===== config.mk =====
export PLATFORM = sky130hd
export DESIGN_NAME = uart_tx_arbiter
export DESIGN_NICKNAME = d
export VERILOG_FILES = /design/src/rtl/uart_pkg.sv /design/src/rtl/uart_rr_pick.sv /design/src/rtl/uart_tx_arbiter.sv
export SDC_FILE = /design/constraint.sdc
export NUM_CORES = 1
export LEC_CHECK = 0
export BUFFER_PORTS_ARGS = -buffer_cell sky130_fd_sc_hd__buf_2
export CAP_MARGIN = 20
export CORE_AREA = 2 2 59 61
export CTS_BUF_LIST = sky130_fd_sc_hd__clkbuf_8
export DETAILED_ROUTE_END_ITERATION = 7
export DIE_AREA = 0 0 61 63
export PLACE_DENSITY_LB_ADDON = 0.1
export RECOVER_POWER = 100
export SLEW_MARGIN = 20
export SYNTH_ARGS = -nofsm -noshare
export SYNTH_HDL_FRONTEND = slang
export SYNTH_HIERARCHICAL = 1
export SYNTH_SLANG_ARGS = --single-unit

===== constraint.sdc =====
create_clock -name clk -period 2.3 [get_ports clk]
set_input_delay 0.23 -clock clk [delete_from_list [all_inputs] [get_ports clk]]
set_output_delay 0.23 -clock clk [all_outputs]
set_load 0.005 [all_outputs]

===== src/rtl/uart_pkg.sv =====
// ----------------------------------------------------------------------------
// uart_pkg
// Shared definitions for the UART transmit arbiter:
//   - arb_state_e     : arbiter FSM state encoding
//   - TIMEOUT_CYC_DEF : default watchdog limit in clock cycles
//   - cnt_width()     : width of the watchdog counter for a given limit
// ----------------------------------------------------------------------------
package uart_pkg;

    typedef enum logic [1:0] {
        ST_ARB       = 2'd0,
        ST_SEND      = 2'd1,
        ST_WAIT_DONE = 2'd2
    } arb_state_e;

    localparam int TIMEOUT_CYC_DEF = 8192;

    // Enough bits to count 0 .. timeout_cyc-1. Never narrower than one bit,
    // so tiny limits still produce a legal vector.
    function automatic int cnt_width(input int timeout_cyc);
        return (timeout_cyc <= 2) ? 1 : $clog2(timeout_cyc);
    endfunction

endpackage


===== src/rtl/uart_rr_pick.sv =====
// ----------------------------------------------------------------------------
// uart_rr_pick
// Combinational round-robin picker. Searches the valid mask starting at
// ptr_i+1 and wrapping modulo NUM_REQ; the first set bit wins.
// Ports:
//   valid_i [NUM_REQ-1:0] : candidate requests
//   ptr_i   [IDX_W-1:0]   : index of the previous winner (lowest priority)
//   win_o   [IDX_W-1:0]   : winning index (0 when nothing is found)
//   found_o               : at least one candidate was valid
// ----------------------------------------------------------------------------
module uart_rr_pick #(
    parameter int NUM_REQ = 2,
    parameter int IDX_W   = $clog2(NUM_REQ)
) (
    input  logic [NUM_REQ-1:0] valid_i,
    input  logic [IDX_W-1:0]   ptr_i,
    output logic [IDX_W-1:0]   win_o,
    output logic               found_o
);

    always_comb begin
        logic hit;
        int   idx;
        hit   = 1'b0;
        idx   = 0;
        win_o = '0;
        // Offsets 1..NUM_REQ visit every index once, ending on ptr itself so a
        // lone requester can be granted back-to-back.
        for (int k = 1; k <= NUM_REQ; k++) begin
            idx = (int'(ptr_i) + k) % NUM_REQ;
            if (!hit && valid_i[IDX_W'(idx)]) begin
                hit   = 1'b1;
                win_o = IDX_W'(idx);
            end
        end
        found_o = hit;
    end

endmodule


===== src/rtl/uart_tx_arbiter.sv =====
// ----------------------------------------------------------------------------
// uart_tx_arbiter
// Round-robin scheduler sharing one UART transmitter among NUM_REQ byte
// sources. A grant captures the winner's byte into tx_data, pulses tx_start
// and req_ack for one cycle, then holds off further grants until tx_done (or
// the watchdog gives up after TIMEOUT_CYC cycles in WAIT_DONE).
//
// Ports:
//   clk, rst               : clock, synchronous active-high reset
//   req_valid [NUM_REQ]    : requester i has a byte pending
//   req_data  [NUM_REQ*DATA_W] : byte of requester i at [i*DATA_W +: DATA_W]
//   req_last  [NUM_REQ]    : final byte of a packet (lock build only)
//   req_ack   [NUM_REQ]    : one-hot capture pulse
//   tx_data   [DATA_W]     : byte to the transmitter, held until next grant
//   tx_start               : one-cycle start pulse to the transmitter
//   tx_busy                : transmitter is shifting; blocks grants in ARB
//   tx_done                : transmitter finished a frame
//   grant_id               : index of the last granted requester
//   arb_busy               : high whenever the FSM is not in ARB
//   timeout_err            : one-cycle pulse when the watchdog aborts
//
// Build option: define UART_TX_ARB_LOCK_EN to keep arbitration on one
// requester from a req_last=0 grant until its req_last=1 grant (or timeout).
// ----------------------------------------------------------------------------
module uart_tx_arbiter
    import uart_pkg::*;
#(
    parameter int NUM_REQ     = 2,
    parameter int DATA_W      = 8,
    parameter int TIMEOUT_CYC = TIMEOUT_CYC_DEF
) (
    input  logic                        clk,
    input  logic                        rst,
    input  logic [NUM_REQ-1:0]          req_valid,
    input  logic [NUM_REQ*DATA_W-1:0]   req_data,
    input  logic [NUM_REQ-1:0]          req_last,
    output logic [NUM_REQ-1:0]          req_ack,
    output logic [DATA_W-1:0]           tx_data,
    output logic                        tx_start,
    input  logic                        tx_busy,
    input  logic                        tx_done,
    output logic [$clog2(NUM_REQ)-1:0]  grant_id,
    output logic                        arb_busy,
    output logic                        timeout_err
);

    localparam int                IDX_W    = $clog2(NUM_REQ);
    localparam int                CNT_W    = cnt_width(TIMEOUT_CYC);
    localparam logic [CNT_W-1:0]  CNT_TERM = CNT_W'(TIMEOUT_CYC - 1);

    arb_state_e          state_q;
    logic [IDX_W-1:0]    ptr_q;
    logic [CNT_W-1:0]    cnt_q;
    logic [DATA_W-1:0]   tx_data_q;
    logic                tx_start_q;
    logic [NUM_REQ-1:0]  req_ack_q;
    logic [IDX_W-1:0]    grant_id_q;
    logic                arb_busy_q;
    logic                timeout_err_q;

    logic [NUM_REQ-1:0]  cand_mask_d;
    logic [IDX_W-1:0]    win_d;
    logic                found_d;
    logic [DATA_W-1:0]   win_data_d;
    logic [NUM_REQ-1:0]  win_onehot_d;
    logic                grant_d;
    logic                timeout_d;

    uart_rr_pick #(
        .NUM_REQ (NUM_REQ),
        .IDX_W   (IDX_W)
    ) u_pick (
        .valid_i (cand_mask_d),
        .ptr_i   (ptr_q),
        .win_o   (win_d),
        .found_o (found_d)
    );

    always_comb begin
        win_data_d   = '0;
        win_onehot_d = '0;
        for (int i = 0; i < NUM_REQ; i++) begin
            if (win_d == IDX_W'(i)) begin
                win_data_d      = req_data[i*DATA_W +: DATA_W];
                win_onehot_d[i] = 1'b1;
            end
        end
    end

    assign grant_d   = (state_q == ST_ARB) && found_d && !tx_busy;
    // tx_done takes precedence over the terminal count in the same cycle.
    assign timeout_d = (state_q == ST_WAIT_DONE) && !tx_done && (cnt_q == CNT_TERM);

`ifdef UART_TX_ARB_LOCK_EN
    logic                lock_q;
    logic [IDX_W-1:0]    lock_id_q;
    logic [NUM_REQ-1:0]  lock_mask_d;
    logic                win_last_d;

    always_comb begin
        lock_mask_d = '0;
        win_last_d  = 1'b0;
        for (int i = 0; i < NUM_REQ; i++) begin
            if (lock_id_q == IDX_W'(i)) lock_mask_d[i] = 1'b1;
            if (win_d == IDX_W'(i))     win_last_d     = req_last[i];
        end
        // While locked, other requesters are invisible to the picker.
        cand_mask_d = lock_q ? (req_valid & lock_mask_d) : req_valid;
    end

    always_ff @(posedge clk) begin
        if (rst) begin
            lock_q    <= 1'b0;
            lock_id_q <= '0;
        end else if (grant_d) begin
            lock_q    <= !win_last_d;
            lock_id_q <= win_d;
        end else if (timeout_d) begin
            lock_q    <= 1'b0;
        end
    end
`else
    logic unused_last;
    assign unused_last = ^req_last;
    assign cand_mask_d = req_valid;
`endif

    always_ff @(posedge clk) begin
        if (rst) begin
            state_q       <= ST_ARB;
            ptr_q         <= IDX_W'(NUM_REQ - 1);
            cnt_q         <= '0;
            tx_data_q     <= '0;
            tx_start_q    <= 1'b0;
            req_ack_q     <= '0;
            grant_id_q    <= '0;
            arb_busy_q    <= 1'b0;
            timeout_err_q <= 1'b0;
        end else begin
            tx_start_q    <= 1'b0;
            req_ack_q     <= '0;
            timeout_err_q <= 1'b0;
            case (state_q)
                ST_ARB: begin
                    if (grant_d) begin
                        tx_data_q  <= win_data_d;
                        tx_start_q <= 1'b1;
                        req_ack_q  <= win_onehot_d;
                        grant_id_q <= win_d;
                        ptr_q      <= win_d;
                        state_q    <= ST_SEND;
                        arb_busy_q <= 1'b1;
                    end
                end
                ST_SEND: begin
                    cnt_q      <= '0;
                    state_q    <= ST_WAIT_DONE;
                    arb_busy_q <= 1'b1;
                end
                ST_WAIT_DONE: begin
                    if (tx_done) begin
                        state_q    <= ST_ARB;
                        arb_busy_q <= 1'b0;
                    end else if (timeout_d) begin
                        timeout_err_q <= 1'b1;
                        state_q       <= ST_ARB;
                        arb_busy_q    <= 1'b0;
                    end else if (cnt_q != {CNT_W{1'b1}}) begin
                        cnt_q <= cnt_q + CNT_W'(1);
                    end
                end
                default: begin
                    state_q    <= ST_ARB;
                    arb_busy_q <= 1'b0;
                end
            endcase
        end
    end

    assign tx_data     = tx_data_q;
    assign tx_start    = tx_start_q;
    assign req_ack     = req_ack_q;
    assign grant_id    = grant_id_q;
    assign arb_busy    = arb_busy_q;
    assign timeout_err = timeout_err_q;

endmodule


==> metrics.txt, run 1 <==
status finished clean; area of the die between 3000 and 4000 um2; Fin Setup TNS 0 ns; total grt overflow 0; hold path depth 3; area share of fa/ha/maj cells after synthesis 0.008929; Clock Tree Buf Depth 2; clk root buf clkbuf_8; Syn Nets 173; mux contribution to synthesized area 0.07857; unrepaired setup endpoints after global routing no; R2R Setup Slk 0.41 ns; IO Pins 38; Fmax achieved 0.5296 GHz; number of synthesized flops with an enable pin 0; critical path's slowest cell nor4_2; clock period minus worst slack 1.888 ns; DRT iter0 DRCs 21; required time of the critical path 2.46 ns; H-tree Lvls 2; largest net degree at the start of global routing 23; Synth Area in Compound Gates 0.1795; Critical Path Source cnt_q[0]; Synth Area in XOR/XNOR 0.006250; startpoint type of the worst setup path register; global-route wire length before repair a little over 5000 um; yosys warns 6; period utilisation layout 0.8210; initial antenna violation count 0; n_diodes 0; Area Growth Syn to Fin 19.46%; CTS tree yes; maximum VDD drop around 0.00034 V; Pins Over Slew Limit 0; share of post-route cells with drive strength above 1 0.2609; drt drc 0; normalized max-slew margin 0.4830; FP Rows 21; reg-to-reg endpoint cnt_q[3]; initial core utilization 0.4336; Synth async-reset ratio 0; clk_lat worst skew 0.28 ns; Post-Synthesis Cell Area 1401 um2; critical-path cell list ha_1 -> nand4_1 -> nor4_2 -> or3_2 -> a21oi_1; cts hold-fix bufs 0; CTS clk-pin slew, worst paths 0.07 ns; post-route ant nets 0; commonest non-fill, non-tap cell in the layout dfxtp_1; input/output buffers 34; number of setup violations in the final report 0; Setup Crit Path Kind register to register; CP bufs+invs 0; fill count 330; first drt pass iteration count 6; Fin Hold WS around 0.28 ns; HP Class input port to register; worst-path fanout max 10; largest family of logic cells by synthesized area simple AND/OR/NAND/NOR gates; Worst Path Arrival a little over 2 ns; Sequential Area 600.6 um2; Inserted Clock Buffers 5; post-CTS setup buffers 0; Core Area between 3000 and 4000 um2; leakage slightly above 0.6 nW; post-CTS sizing 0; multi-input logic area 752.0 um2; post-synthesis sequential area ratio 0.4286; max cap viols 0; simple-gate portion of the synthesized area 0.2732; DRT Wirelength 2901 um; Setup Skew 0.005094 ns; WL per Instance roughly 13 um; worst hold path endpoint tx_data[2]; Mapped Cells between 100 and 150; synth unique cells 39; crit end category register; max incr delay on CP 0.63 ns; Least-Margin Pin Slew 0.7691 ns; GPL Wtd Cong roughly 0.84; #FFs+latches synth 30; Die Wd around 61 um; DIE HEIGHT 63 um; Cell Pwr Density 647.5 nW/um2; dominant synthesized flop cell dfxtp_1; vias in the first global route 1173; nets@finish approximately 210; FF-to-FF path depth 5; Post-DP HPWL ~2200 um; most frequent cells in the layout dfxtp_1, buf_2, nor2_1; Hold Startpoint req_data[2]; Final Hold Viols 0; sink count of the clock tree 30; Mapped Avg Cell Area 9.469 um2; Crit Reg-Reg Startpoint cnt_q[0]; routed via count 1204; Via density ~5.2; number of cells on the critical path 5; GRT Resource Usage Total 0.1775; Final Power 1.084 mW; Crit path max-delay family simple AND/OR/NAND/NOR gates
worst max-delay path by stage:
| stage | to | slack [ns] |
|---|---|---|
| 2_1_floorplan | arb_busy | 0.75 |
| 3_3_place_gp | cnt_q[1] | 0.62 |
| 3_5_place_dp | arb_busy | 0.58 |
| 4_1_cts | cnt_q[1] | 0.56 |
| 5_1_grt | cnt_q[3] | 0.20 |
| 6_report | cnt_q[3] | 0.41 |
state kept, by name, summed over array words and instances (netlist names):
signal       count
req_ack          2
arb_busy         1
timeout_err      1
tx_start         1
grant_id         1
ptr_q            1
cnt_q           13
state_q          2
tx_data          8
per-layer routing:
| metal | part of all wire | global-route usage | vias to the layer above |
|---|---|---|---|
| li1 | - | - | 621 |
| met4 | 0.016 | 0.06522 | 0 |
| met2 | 0.49 | 0.2876 | 29 |
| met3 | 0.057 | 0.06004 | 7 |
| met5 | 0 | 0 | - |
| met1 | 0.44 | 0.2123 | 547 |
synth_stat cells (4+ instances only):
cell      count  share of area
dfxtp_1      30           0.43
or4_1         4          0.021
nor2_1       18          0.048
a211oi_1      8          0.043
nand4_1       6          0.027
o31ai_1       4          0.021
nand2_1      10          0.027
mux2i_1      11          0.079
clkbuf_1      5          0.013
or3_2         4          0.021
nand3_1       4          0.014
a21oi_1      11          0.039
logic make-up after synthesis:
logic type / count (synthesis)
xor+xnor: 1
mux: 11
buf+inv: 8
compound gates: 33
simple gates: 64
fa+ha+maj: 1
flops: 30
stage by stage:
stage | worst slack, ns | utilization | instance area [um2] | instances
3_5_place_dp | 0.5800 | 0.4967 | 1605 | 222
3_3_place_gp | 0.6163 | 0.4967 | 1605 | 222
2_1_floorplan | 0.7525 | - | 1401 | 148
5_1_grt | 0.1998 | 0.5180 | 1674 | 230
6_report | 0.4118 | 0.5180 | 1674 | 230
4_1_cts | 0.5588 | 0.5261 | 1700 | 230
cell type report:
type / count / area share
clock buffer: 6 / 0.04933
tap: 46 / 0.03438
clock inverter: 2 / 0.007474
sequential: 30 / 0.3587
multi-input combinational: 110 / 0.4492
timing repair buffer: 35 / 0.09865
inverter: 1 / 0.002242
report_power, final:
part           switching [mW]  total (mW)  internal, mW  leakage [nW]
Sequential             0.0104       0.547         0.537         0.244
Clock                   0.202       0.442         0.240        0.0472
Combinational          0.0489      0.0946        0.0457         0.319
Total                   0.262        1.08         0.822         0.611
worst reg2reg max path, cell delays in order (launching register included):
cell     delay [ns]
dfxtp_1        0.42
ha_1           0.22
nand4_1        0.20
nor4_2         0.63
or3_2          0.24
a21oi_1        0.06
No activity file was read; power rests on OpenSTA's default activity.
==> run 2: changes to the inputs <==
==> constraint.sdc (replaced) <==
create_clock -name clk -period 1.9 [get_ports clk]
set_input_delay 0.19 -clock clk [delete_from_list [all_inputs] [get_ports clk]]
set_output_delay 0.19 -clock clk [all_outputs]
set_load 0.005 [all_outputs]
==> run 2 against run 1 <==
  * Maximum frequency is 6.2% higher
  * Via count is 0.50% higher
  * Sequential share of layout area down 0.19 points
  * Critical endpoint is now cnt_q[1]
==> metrics.txt, run 2 (synthesized netlist as in run 1, its figures left out) <==
status finished clean (unchanged); vias in the first global route 1167 (was 1173); CTS tree yes (unchanged); clk_lat worst skew 0.27 ns (was 0.28 ns); FP Rows 21 (unchanged); IO Pins 38 (unchanged); Post-Place Worst Slack 0.1775 ns (was 0.5800 ns); DRT Wirelength 2945 um (was 2901 um); GRT Resource Usage Total 0.1799 (was 0.1775); Crit Reg-Reg Startpoint cnt_q[0] (unchanged); Core Area 3232 um2 (unchanged); worst-path fanout max 5 (was 10); initial antenna violation count 0 (unchanged); Final Hold Viols 0 (unchanged); startpoint type of the worst setup path register (unchanged); global-route wire length before repair 5209 um (was 5188 um); n_diodes 0 (unchanged); number of setup violations in the final report 0 (unchanged); critical path's slowest cell o31ai_2 (was nor4_2); Setup Skew 0.004593 ns (was 0.005094 ns); required time of the critical path 2.05 ns (was 2.46 ns); nets@finish 208 (unchanged); final core occ 0.5207 (was 0.5180); fill count 302 (was 330); Area Growth Syn to Fin 20.09% (was 19.46%); Setup Crit Path Kind register to register (unchanged); clock period minus worst slack 1.778 ns (was 1.888 ns); FF-to-FF path depth 5 (unchanged); Post-DP HPWL 2179 um (was 2162 um); worst hold path endpoint tx_data[5] (was tx_data[2]); routed via count 1210 (was 1204); WL per Instance 12.80 um (was 12.61 um); met3 Track Usage GR 0.06211 (was 0.06004); DRT iter0 DRCs 33 (was 21); number of flip-flops in the largest register 13 (unchanged); Reg with most FFs cnt_q (unchanged); Worst Path Arrival 1.93 ns (was 2.05 ns); hold path depth 3 (unchanged); crit end category register (unchanged); total grt overflow 0 (unchanged); maximum VDD drop 0.0005284 V (was 0.0003446 V); Final WS setup 0.1223 ns (was 0.4118 ns); post-route ant nets 0 (unchanged); largest net degree at the start of global routing 23 (unchanged); input/output buffers 34 (unchanged); reg-to-reg endpoint cnt_q[1] (was cnt_q[3]); initial core utilization 0.4336 (unchanged); critical-path cell list ha_1 -> nand4_1 -> o31ai_2 -> mux2i_1 -> nor2_1 (was ha_1 -> nand4_1 -> nor4_2 -> or3_2 -> a21oi_1); area of the die 3843 um2 (unchanged); max incr delay on CP 0.48 ns (was 0.63 ns); GR Util met2 0.2621 (was 0.2876); Via density 5.261 (was 5.235); Post-DP Area 1605 um2 (unchanged); max cap viols 0 (unchanged); first drt pass iteration count 4 (was 6); Final Power 1.291 mW (was 1.084 mW); most frequent cells in the layout dfxtp_1, buf_2, nor2_1 (unchanged); Clock Tree Buf Depth 2 (unchanged); sink count of the clock tree 30 (unchanged); post-CTS sizing 0 (unchanged); Fmax achieved 0.5625 GHz (was 0.5296 GHz); post-CTS setup buffers 0 (unchanged); met1 Use GR 0.2404 (was 0.2123); Crit path max-delay family compound AO/OA/AOI/OAI gates (was simple AND/OR/NAND/NOR gates); GPL Wtd Cong 0.8232 (was 0.8437); cts hold-fix bufs 0 (unchanged); Inserted Clock Buffers 5 (unchanged); R2R Setup Slk 0.12 ns (was 0.41 ns); HP Class input port to register (unchanged); CP bufs+invs 0 (unchanged); share of post-route cells with drive strength above 1 0.2717 (was 0.2609); Hold Startpoint req_data[5] (was req_data[2]); Cell Pwr Density 767.2 nW/um2 (was 647.5 nW/um2); leakage 0.6299 nW (was 0.6107 nW); normalized max-slew margin 0.5403 (was 0.4830); Least-Margin Pin Slew 0.6895 ns (was 0.7691 ns); GR peak layer met2 (unchanged); CTS clk-pin slew, worst paths 0.06 ns (was 0.07 ns); Pins Over Slew Limit 0 (unchanged); clk root buf clkbuf_8 (unchanged); DIE HEIGHT 63 um (unchanged); Die Wd 61 um (unchanged); drt drc 0 (unchanged); period utilisation layout 0.9357 (was 0.8210); post-route cell area 1683 um2 (was 1674 um2); unrepaired setup endpoints after global routing yes (was no); H-tree Lvls 2 (unchanged)
## run 2: cell count changes in the layout (fill, tap and decap cells not counted), sizes merged
cell,delta
clkbuf,-3
inv,+1
clkinvlp,-1
buf,+3
## run 2: tightest hold or removal path, stage by stage
cell and delay [ns]:
buf_2 0.09, mux2i_1 0.12, a211oi_1 0.08
## run 2: metrics by stage
step	instances	hold slack [ns]	TNS, ns
detailed placement	222	0.4728	0
global route	230	0.2783	-0.006668
CTS	230	0.2427	0
finish	230	0.2530	0
global placement	222	0.4467	0
floorplan	148	0.3736	0
## run 2: final cells by class
| class | count | area [um2] | share of cell area |
|---|---|---|---|
| Inverter | 1 | 3.754 | 0.002230 |
| Tap cell | 46 | 57.56 | 0.03420 |
| Clock inverter | 2 | 8.758 | 0.005204 |
| Multi-Input combinational cell | 110 | 760.7 | 0.4520 |
| Clock buffer | 6 | 82.58 | 0.04907 |
| Sequential cell | 30 | 600.6 | 0.3569 |
| Timing Repair Buffer | 35 | 168.9 | 0.1004 |
## run 2: how the worst max path moves through the flow
stage	start	to	slack (ns)	cells after the start
after global placement	cnt_q[0]	cnt_q[1]	0.22	5
after CTS	cnt_q[0]	cnt_q[1]	0.16	5
after floorplan	cnt_q[0]	arb_busy	0.35	5
after global routing	cnt_q[0]	cnt_q[1]	-0.007	5
final	cnt_q[0]	cnt_q[1]	0.12	5
after detailed placement	state_q[1]	cnt_q[9]	0.18	4
## run 2: report_power, final
part / internal [mW] / switching, mW
Sequential: 0.650 / 0.0136
Combinational: 0.0561 / 0.0593
Clock: 0.286 / 0.226
## run 2: layer usage
metal	routed length, um	share of wire
met1	1365	0.46
met4	21	0.0071
met5	0	0
met3	164	0.056
met2	1393	0.47
